`src/rtl/pipe_pkg.sv`:
```
// rtl/pipe_pkg.sv - shared widths, WB control bit indices and stage state encoding
package pipe_pkg;

  localparam int PIPE_DATA_W = 64;
  localparam int PIPE_CTRL_W = 2;
  localparam int PIPE_RD_W   = 5;
  localparam int CTRL_REGWR  = 0;
  localparam int CTRL_MEMSEL = 1;

  typedef enum logic [1:0] {
    ST_EMPTY = 2'd0,
    ST_ONE   = 2'd1,
    ST_TWO   = 2'd2
  } pipe_state_t;

  function automatic logic [1:0] state_occupancy(input pipe_state_t s);
    case (s)
      ST_ONE:  return 2'd1;
      ST_TWO:  return 2'd2;
      default: return 2'd0;
    endcase
  endfunction

endpackage

```
`src/rtl/pipe_slot.sv`:
```
// rtl/pipe_slot.sv - one pipeline entry (valid, ctrl, data, rd) with load and clear
module pipe_slot
  import pipe_pkg::*;
#(
  parameter int DATA_W = PIPE_DATA_W,
  parameter int CTRL_W = PIPE_CTRL_W,
  parameter int RD_W   = PIPE_RD_W
) (
  input  logic              clk,
  input  logic              rst,
  input  logic              i_load,
  input  logic              i_clear,
  input  logic [CTRL_W-1:0] i_ctrl,
  input  logic [DATA_W-1:0] i_data,
  input  logic [RD_W-1:0]   i_rd,
  output logic              o_valid,
  output logic [CTRL_W-1:0] o_ctrl,
  output logic [DATA_W-1:0] o_data,
  output logic [RD_W-1:0]   o_rd
);

  logic              r_valid;
  logic [CTRL_W-1:0] r_ctrl;
  logic [DATA_W-1:0] r_data;
  logic [RD_W-1:0]   r_rd;

  // Clear only drops the valid bit; payload moves only when a load is requested.
  always_ff @(posedge clk or posedge rst) begin
    if (rst) begin
      r_valid <= 1'b0;
      r_ctrl  <= '0;
      r_data  <= '0;
      r_rd    <= '0;
    end else begin
      if (i_clear)
        r_valid <= 1'b0;
      else if (i_load)
        r_valid <= 1'b1;
      if (i_load) begin
        r_ctrl <= i_ctrl;
        r_data <= i_data;
        r_rd   <= i_rd;
      end
    end
  end

  assign o_valid = r_valid;
  assign o_ctrl  = r_ctrl;
  assign o_data  = r_data;
  assign o_rd    = r_rd;

endmodule

```
`src/rtl/pipe_stage_reg.sv`:
```
// rtl/pipe_stage_reg.sv - valid/ready pipeline register; PIPE_SKID_BUFFER_EN adds a second (skid) entry
module pipe_stage_reg
  import pipe_pkg::*;
#(
  parameter int DATA_W = PIPE_DATA_W,
  parameter int CTRL_W = PIPE_CTRL_W,
  parameter int RD_W   = PIPE_RD_W
) (
  input  logic              reloj,
  input  logic              reset,
  input  logic              flush,
  input  logic              in_valid,
  output logic              in_ready,
  input  logic [CTRL_W-1:0] in_ctrl,
  input  logic [DATA_W-1:0] in_data,
  input  logic [RD_W-1:0]   in_rd,
  output logic              out_valid,
  input  logic              out_ready,
  output logic [CTRL_W-1:0] out_ctrl,
  output logic [DATA_W-1:0] out_data,
  output logic [RD_W-1:0]   out_rd,
  output logic [1:0]        occupancy
);

  pipe_state_t       r_state;
  logic              w_accept;
  logic              w_release;
  logic              w_head_load;
  logic              w_head_clear;
  logic              w_head_valid;
  logic [CTRL_W-1:0] w_head_ctrl;
  logic [DATA_W-1:0] w_head_data;
  logic [RD_W-1:0]   w_head_rd;
  logic [CTRL_W-1:0] w_src_ctrl;
  logic [DATA_W-1:0] w_src_data;
  logic [RD_W-1:0]   w_src_rd;

  assign w_accept  = in_valid & in_ready;
  assign w_release = w_head_valid & out_ready;

`ifdef PIPE_SKID_BUFFER_EN
  logic              r_not_full;
  logic              w_skid_load;
  logic              w_skid_clear;
  logic              w_skid_valid;
  logic [CTRL_W-1:0] w_skid_ctrl;
  logic [DATA_W-1:0] w_skid_data;
  logic [RD_W-1:0]   w_skid_rd;

  assign in_ready     = r_not_full & ~flush;
  // Head refills from the skid entry when draining TWO, otherwise straight from the input.
  assign w_head_load  = ~flush & ((w_accept & ((r_state == ST_EMPTY) | w_release)) |
                                  ((r_state == ST_TWO) & w_release));
  assign w_src_ctrl   = (r_state == ST_TWO) ? w_skid_ctrl : in_ctrl;
  assign w_src_data   = (r_state == ST_TWO) ? w_skid_data : in_data;
  assign w_src_rd     = (r_state == ST_TWO) ? w_skid_rd   : in_rd;
  assign w_skid_load  = ~flush & w_accept & (r_state == ST_ONE) & ~w_release;
  assign w_skid_clear = flush | ((r_state == ST_TWO) & w_release);

  pipe_slot #(.DATA_W(DATA_W), .CTRL_W(CTRL_W), .RD_W(RD_W)) u_skid (
    .clk     (reloj),
    .rst     (reset),
    .i_load  (w_skid_load),
    .i_clear (w_skid_clear),
    .i_ctrl  (in_ctrl),
    .i_data  (in_data),
    .i_rd    (in_rd),
    .o_valid (w_skid_valid),
    .o_ctrl  (w_skid_ctrl),
    .o_data  (w_skid_data),
    .o_rd    (w_skid_rd)
  );
`else
  assign in_ready    = (~w_head_valid | out_ready) & ~flush;
  assign w_head_load = w_accept;
  assign w_src_ctrl  = in_ctrl;
  assign w_src_data  = in_data;
  assign w_src_rd    = in_rd;
`endif

  assign w_head_clear = flush | (w_release & ~w_head_load);

  pipe_slot #(.DATA_W(DATA_W), .CTRL_W(CTRL_W), .RD_W(RD_W)) u_head (
    .clk     (reloj),
    .rst     (reset),
    .i_load  (w_head_load),
    .i_clear (w_head_clear),
    .i_ctrl  (w_src_ctrl),
    .i_data  (w_src_data),
    .i_rd    (w_src_rd),
    .o_valid (w_head_valid),
    .o_ctrl  (w_head_ctrl),
    .o_data  (w_head_data),
    .o_rd    (w_head_rd)
  );

  always_ff @(posedge reloj or posedge reset) begin
    if (reset) begin
      r_state    <= ST_EMPTY;
`ifdef PIPE_SKID_BUFFER_EN
      r_not_full <= 1'b1;
`endif
    end else if (flush) begin
      r_state    <= ST_EMPTY;
`ifdef PIPE_SKID_BUFFER_EN
      r_not_full <= 1'b1;
`endif
    end else begin
      case (r_state)
        ST_EMPTY: if (w_accept) r_state <= ST_ONE;
        ST_ONE: begin
          if (w_release && !w_accept)
            r_state <= ST_EMPTY;
`ifdef PIPE_SKID_BUFFER_EN
          else if (w_accept && !w_release) begin
            r_state    <= ST_TWO;
            r_not_full <= 1'b0;
          end
`endif
        end
`ifdef PIPE_SKID_BUFFER_EN
        ST_TWO: if (w_release) begin
          r_state    <= ST_ONE;
          r_not_full <= 1'b1;
        end
`endif
        default: r_state <= ST_EMPTY;
      endcase
    end
  end

  assign out_valid = w_head_valid;
  assign out_ctrl  = w_head_ctrl & {CTRL_W{w_head_valid}};
  assign out_data  = w_head_data;
  assign out_rd    = w_head_rd;
  assign occupancy = state_occupancy(r_state);

endmodule

```
`config.mk`:
```
export PLATFORM = sky130hd
export DESIGN_NAME = pipe_stage_reg
export DESIGN_NICKNAME = d
export VERILOG_FILES = /design/src/rtl/pipe_pkg.sv /design/src/rtl/pipe_slot.sv /design/src/rtl/pipe_stage_reg.sv
export SDC_FILE = /design/constraint.sdc
export NUM_CORES = 1
export LEC_CHECK = 0
export CAP_MARGIN = 25
export CORE_ASPECT_RATIO = 0.75
export CORE_UTILIZATION = 25
export CTS_CLUSTER_DIAMETER = 30
export DETAILED_ROUTE_END_ITERATION = 12
export GPL_TIMING_DRIVEN = 0
export PLACE_DENSITY = 0.53
export SLEW_MARGIN = 20
export SYNTH_ARGS = -nofsm -noshare
export SYNTH_HDL_FRONTEND = slang
export SYNTH_SLANG_ARGS = --single-unit
```
`constraint.sdc`:
```
create_clock -name reloj -period 2.8 [get_ports reloj]
set_input_delay 0.28 -clock reloj [delete_from_list [all_inputs] [get_ports reloj]]
set_output_delay 0.28 -clock reloj [all_outputs]
set_load 0.1 [all_outputs]
```
Word level (Yosys, flattened, before mapping)
Index checks and enable logic that the tools add are counted.
{ "op_classes": {"eq_ne": 4, "mux": 7, "bitwise_logic": 10, "reduce_logical": 5} }
{ "op_table": {"columns": ["operator", "count"], "rows": [
  ["2-bit one-hot mux with 2 select lines", 2],
  ["2-bit 2-to-1 mux", 3],
  ["3-bit inequality test (second input constant)", 2],
  ["1-bit bitwise AND", 4],
  ["1-bit inverter", 3],
  ["2-bit bitwise AND", 1],
  ["2-bit by 1-bit == test with 1-bit output (second input constant)", 1],
  ["2-bit == test (second input constant)", 1],
  ["2-bit logical NOT", 1],
  ["1-bit 2-to-1 mux", 2],
  ["1-bit bitwise OR", 2],
  ["2-bit AND reduction", 1],
  ["2-bit nonzero test", 1],
  ["1-bit logical AND", 1],
  ["1-bit logical NOT", 1]
]} }
{ "word_totals": {"reg_bits": 74, "inputBits": 76, "word_cells": 31} }

Logic depth before layout (Yosys ltp)
{ "depth": {"word_depth": 9, "mapped_depth": 5, "ltp_nobuf": 3} }

Hierarchy
A second synthesis with hierarchy kept.
{ "hier_totals": {"hier_cells": 166, "hier_area_um2": 3126.7} }
{ "by_module_without_submodules": {"columns": ["mod", "instances", "cells_each", "area_each_um2", "seq_area_each_um2"], "rows": [
  ["pipe_slot", 1, 153, 3025.4, 1801.7],
  ["pipe_stage_reg", 1, 13, 101.3, 25.0]
]} }

Least setup slack after synthesis
No wires, ideal clock.
{ "synth_timing": {"path_kind": "register to output", "start": "register u_head.r_valid, in the netlist u_head.o_valid", "end": "output port in_ready", "arrival_time_ns": 2.399, "required_ns": 2.520, "setup_slack_ns": 0.121, "path_stages_with_launch": 3, "path_cell_list": "dfrtp_1 and2b_2 nor2_1"} }
{ "synth_between": {"elab_chain_len": 3} }
{ "synth_rtl": {"columns": ["item", "line", "source"], "rows": [
  ["start, declared", "pipe_slot.sv:22", "logic r_valid;"],
  ["start signal, assigned", "pipe_slot.sv:30", "r_valid <= 1'b0;"],
  ["start signal, assigned", "pipe_slot.sv:36", "r_valid <= 1'b0;"],
  ["start signal, assigned", "pipe_slot.sv:38", "r_valid <= 1'b1;"],
  ["1-bit inverter", "pipe_stage_reg.sv:74", "assign in_ready = (~w_head_valid | out_ready) & ~flush;"],
  ["1-bit bitwise OR", "pipe_stage_reg.sv:74", null],
  ["1-bit bitwise AND", "pipe_stage_reg.sv:74", null],
  ["end, declared", "pipe_stage_reg.sv:13", "output logic in_ready,"]
]} }
Every way passes these cells.

Final worst setup path
{ "layout_timing": {"start": "input port out_ready", "end": "output port in_ready"} }
{ "layout_between": {"elab_chain_len": 2} }
{ "layout_rtl": {"columns": ["item", "line", "source"], "rows": [
  ["start, declared", "pipe_stage_reg.sv:18", "input logic out_ready,"],
  ["1-bit bitwise OR", "pipe_stage_reg.sv:74", null],
  ["1-bit bitwise AND", "pipe_stage_reg.sv:74", null]
]} }
Every way passes these cells.

==> impl_metrics.tcl <==
set metrics [dict create \
    total_power_mw 4.960 \
    num-fill-cells 1036 \
    final_layout_size_suffix_gt1_share_pct 29.73 \
    drc 0 \
    htree_levels 3 \
    finalSetupViolCount 0 \
    postPlaceCellArea_mm2 0.004836 \
    finalInstanceArea_mm2 0.005214 \
    max-slew-margin-rel_pct 32.52 \
    end_kind "output port" \
    hold_viol 0 \
    overflow 0 \
    cts-hold-fix-buffers 0 \
    cts_resized 0 \
    crit_chain "clkdlybuf4s50_1 -> and2b_2 -> nor2_1 -> clkdlybuf4s50_1" \
    worst_path_max_delay_cell "clkdlybuf4s50_1" \
    ys_ff_latch 73 \
    wl_per_cell_um 14.24 \
    hpwl_mm 4.932 \
    hold_path_class "in -> async" \
    fin_worst_skew_ns 0.002544 \
    synth_nets 243 \
    portBuffers 149 \
    yosysWarnings 0 \
    tritoncts "yes" \
    worst_slew_pin_slew_ns 1.009 \
    timing.critical_path.buf_inv 2 \
    grt_max_degree 43 \
    power_density_mw_per_mm2 951.3 \
    worstSetupPathType "in -> out" \
    grtUsageTotal_pct 11.66 \
    dr.first_iter.drc_count 49 \
    post_drt_via_cell_ratio 3.869 \
    syn_inst 167 \
    routabilityCongestion 0.6762 \
    p_leak_nw 2.390 \
    die-area_mm2 0.01293 \
    cts_setup_buffers 0 \
    rsz0062_at_grt "false" \
    synth_area_mm2 0.003119 \
    finalWorstSetupSlack_ns 0.2462 \
    initial_core_util_pct 26.28 \
    core-area_mm2 0.01187 \
    drtPass1Iterations 4 \
    maxCapViolations 0 \
    pre_cts_ws_ns 0.2613 \
    grt_antenna_before_repair 0 \
    cpMostUsedCell "clkdlybuf4s50_1" \
    status "finished clean" \
    cp.required_ns 2.52 \
    slew_viol_final 0 \
    fp.dieH_um 98.74 \
    num_vias 1915 \
    reg2reg_slack_ns 1.35 \
    cp_max_fo 3 \
    diodes 0 \
    irDropWorstVdd_mv 0.3406 \
    die_w_um 131.0 \
    fmaxAchievable_ghz 0.3916 \
    synth.avg_cell_area_um2 18.68 \
    numCtsBuffers 9 \
    drt_wl_total_mm 7.050 \
    clock_path_buffers 2 \
    fin_nets 404 \
    clk_latency_ns 0.32 \
    ant_nets 0 \
    root_buffer "clkbuf_16" \
    pin_count 151 \
    period_share_pct 91.21 \
    start_kind "input port" \
    grt_pass1_wl_mm 11.23 \
    clkSlewWorstSetupHoldPaths_ns 0.06 \
    areaGrowthSynthToFinish_pct 67.15 \
    finalCriticalPeriod_ns 2.554 \
    num_rows 34 \
    max_stage_delay_ns 1.15 \
    arrival_ns 2.27 \
    grt_pass1_vias 2130 \
    numClockSinks 73 \
    yosysSeqAreaShare_pct 58.56 \
    yosysUniqueCellTypes 16 \
    critPathTopFamily "buffers and inverters" \
]
## power breakdown
group | internal [mW] | switching (mW)
Combinational | 0.648 | 1.53
Sequential | 1.23 | 0.0985
Clock | 1.01 | 0.437
Total | 2.89 | 2.07
## final cells by class
cell class | count | area (um^2) | area share [%]
inverter | 1 | 6.256 | 0.1200
multi-input combinational | 84 | 1130 | 21.67
buffer | 9 | 158.9 | 3.048
timing repair buffer | 150 | 1511 | 28.99
tap | 162 | 202.7 | 3.888
sequential | 73 | 1827 | 35.04
clock inverter | 5 | 125.1 | 2.400
clock buffer | 11 | 252.7 | 4.848
## state kept, by name, summed over array words and instances, names as in the netlist
name	cells
u_head.o_valid	1
u_head.o_ctrl	2
u_head.o_data	64
r_state	1
u_head.o_rd	5
## Yosys cell counts
| cell type | n | area (um^2) |
|---|---|---|
| conb_1 | 1 | 3.750 |
| mux2_4 | 70 | 1051 |
| nand2_1 | 1 | 3.750 |
| nand3b_1 | 1 | 7.510 |
| a21oi_1 | 1 | 5.000 |
| buf_6 | 1 | 11.26 |
| nand2b_1 | 1 | 6.260 |
| and2b_2 | 1 | 8.760 |
| inv_1 | 1 | 3.750 |
| and2_1 | 2 | 12.51 |
| dfrtp_1 | 73 | 1827 |
| nor3_1 | 1 | 5.000 |
| nor2_1 | 4 | 15.01 |
| buf_12 | 7 | 140.1 |
| mux2_2 | 1 | 11.26 |
| buf_4 | 1 | 7.510 |
## worst register-to-register path, delay by kind of cell (launching register included)
kind | cells | cell delay, ns
buffers and inverters | 2 | 0.41
DFF | 1 | 0.42
and+or+nand+nor | 2 | 0.20
muxes | 1 | 0.31
## final timing paths
path	to	cells past startpoint	startpoint
min	u_head.o_data[6]	2	reset
max in group asynchronous	u_head.o_data[25]	3	reset
max reg2reg	u_head.o_data[4]	5	u_head.o_valid
min in group reloj	u_head.o_data[11]	1	u_head.o_data[11]
min reg2reg	u_head.o_data[11]	1	u_head.o_data[11]
max	in_ready	4	out_ready
## metrics by stage
step / cells / hold WS, ns / TNS [ns] / utilization [%]
after floorplan: 167 / 0.3464 / 0 / -
after global placement: 478 / 0.4875 / -56.49 / 40.55
after detailed placement: 479 / 0.4900 / 0 / 40.74
after CTS: 495 / 0.3702 / 0 / 43.93
after global routing: 495 / 0.3949 / 0 / 43.93
final: 495 / 0.3551 / 0 / 43.93
## cell families (layout without fill, tap and decap cells)
| kind of cell | count (synthesis) | count (layout) | synth area share (%) |
|---|---|---|---|
| AOI/OAI and AO/OA | 1 | 1 | 0.1603 |
| buffers and inverters | 10 | 176 | 5.214 |
| DFF | 73 | 73 | 58.56 |
| muxes | 71 | 71 | 34.06 |
| other | 1 | 1 | 0.1202 |
| and+or+nand+nor | 11 | 11 | 1.885 |
## per-layer routing
metal	routed length (um)	part of all wire, %	track usage (%)	vias to the layer above
li1	-	-	-	896
met1	3473	49	16.56	926
met2	2869	41	15.30	84
met3	607	8.6	5.212	9
met4	100	1.4	4.244	0
met5	0	0	0	-
## cell usage in the layout (no fill, tap or decap), types with 2 or more instances in the layout
cell	instances
clkbuf_8	2
bufinv_16	4
mux2_4	70
clkbuf_16	9
clkdlybuf4s50_1	149
and2_1	2
nor2_1	4
dfrtp_1	73
buf_12	8
Power figures use the tool's default switching activity.
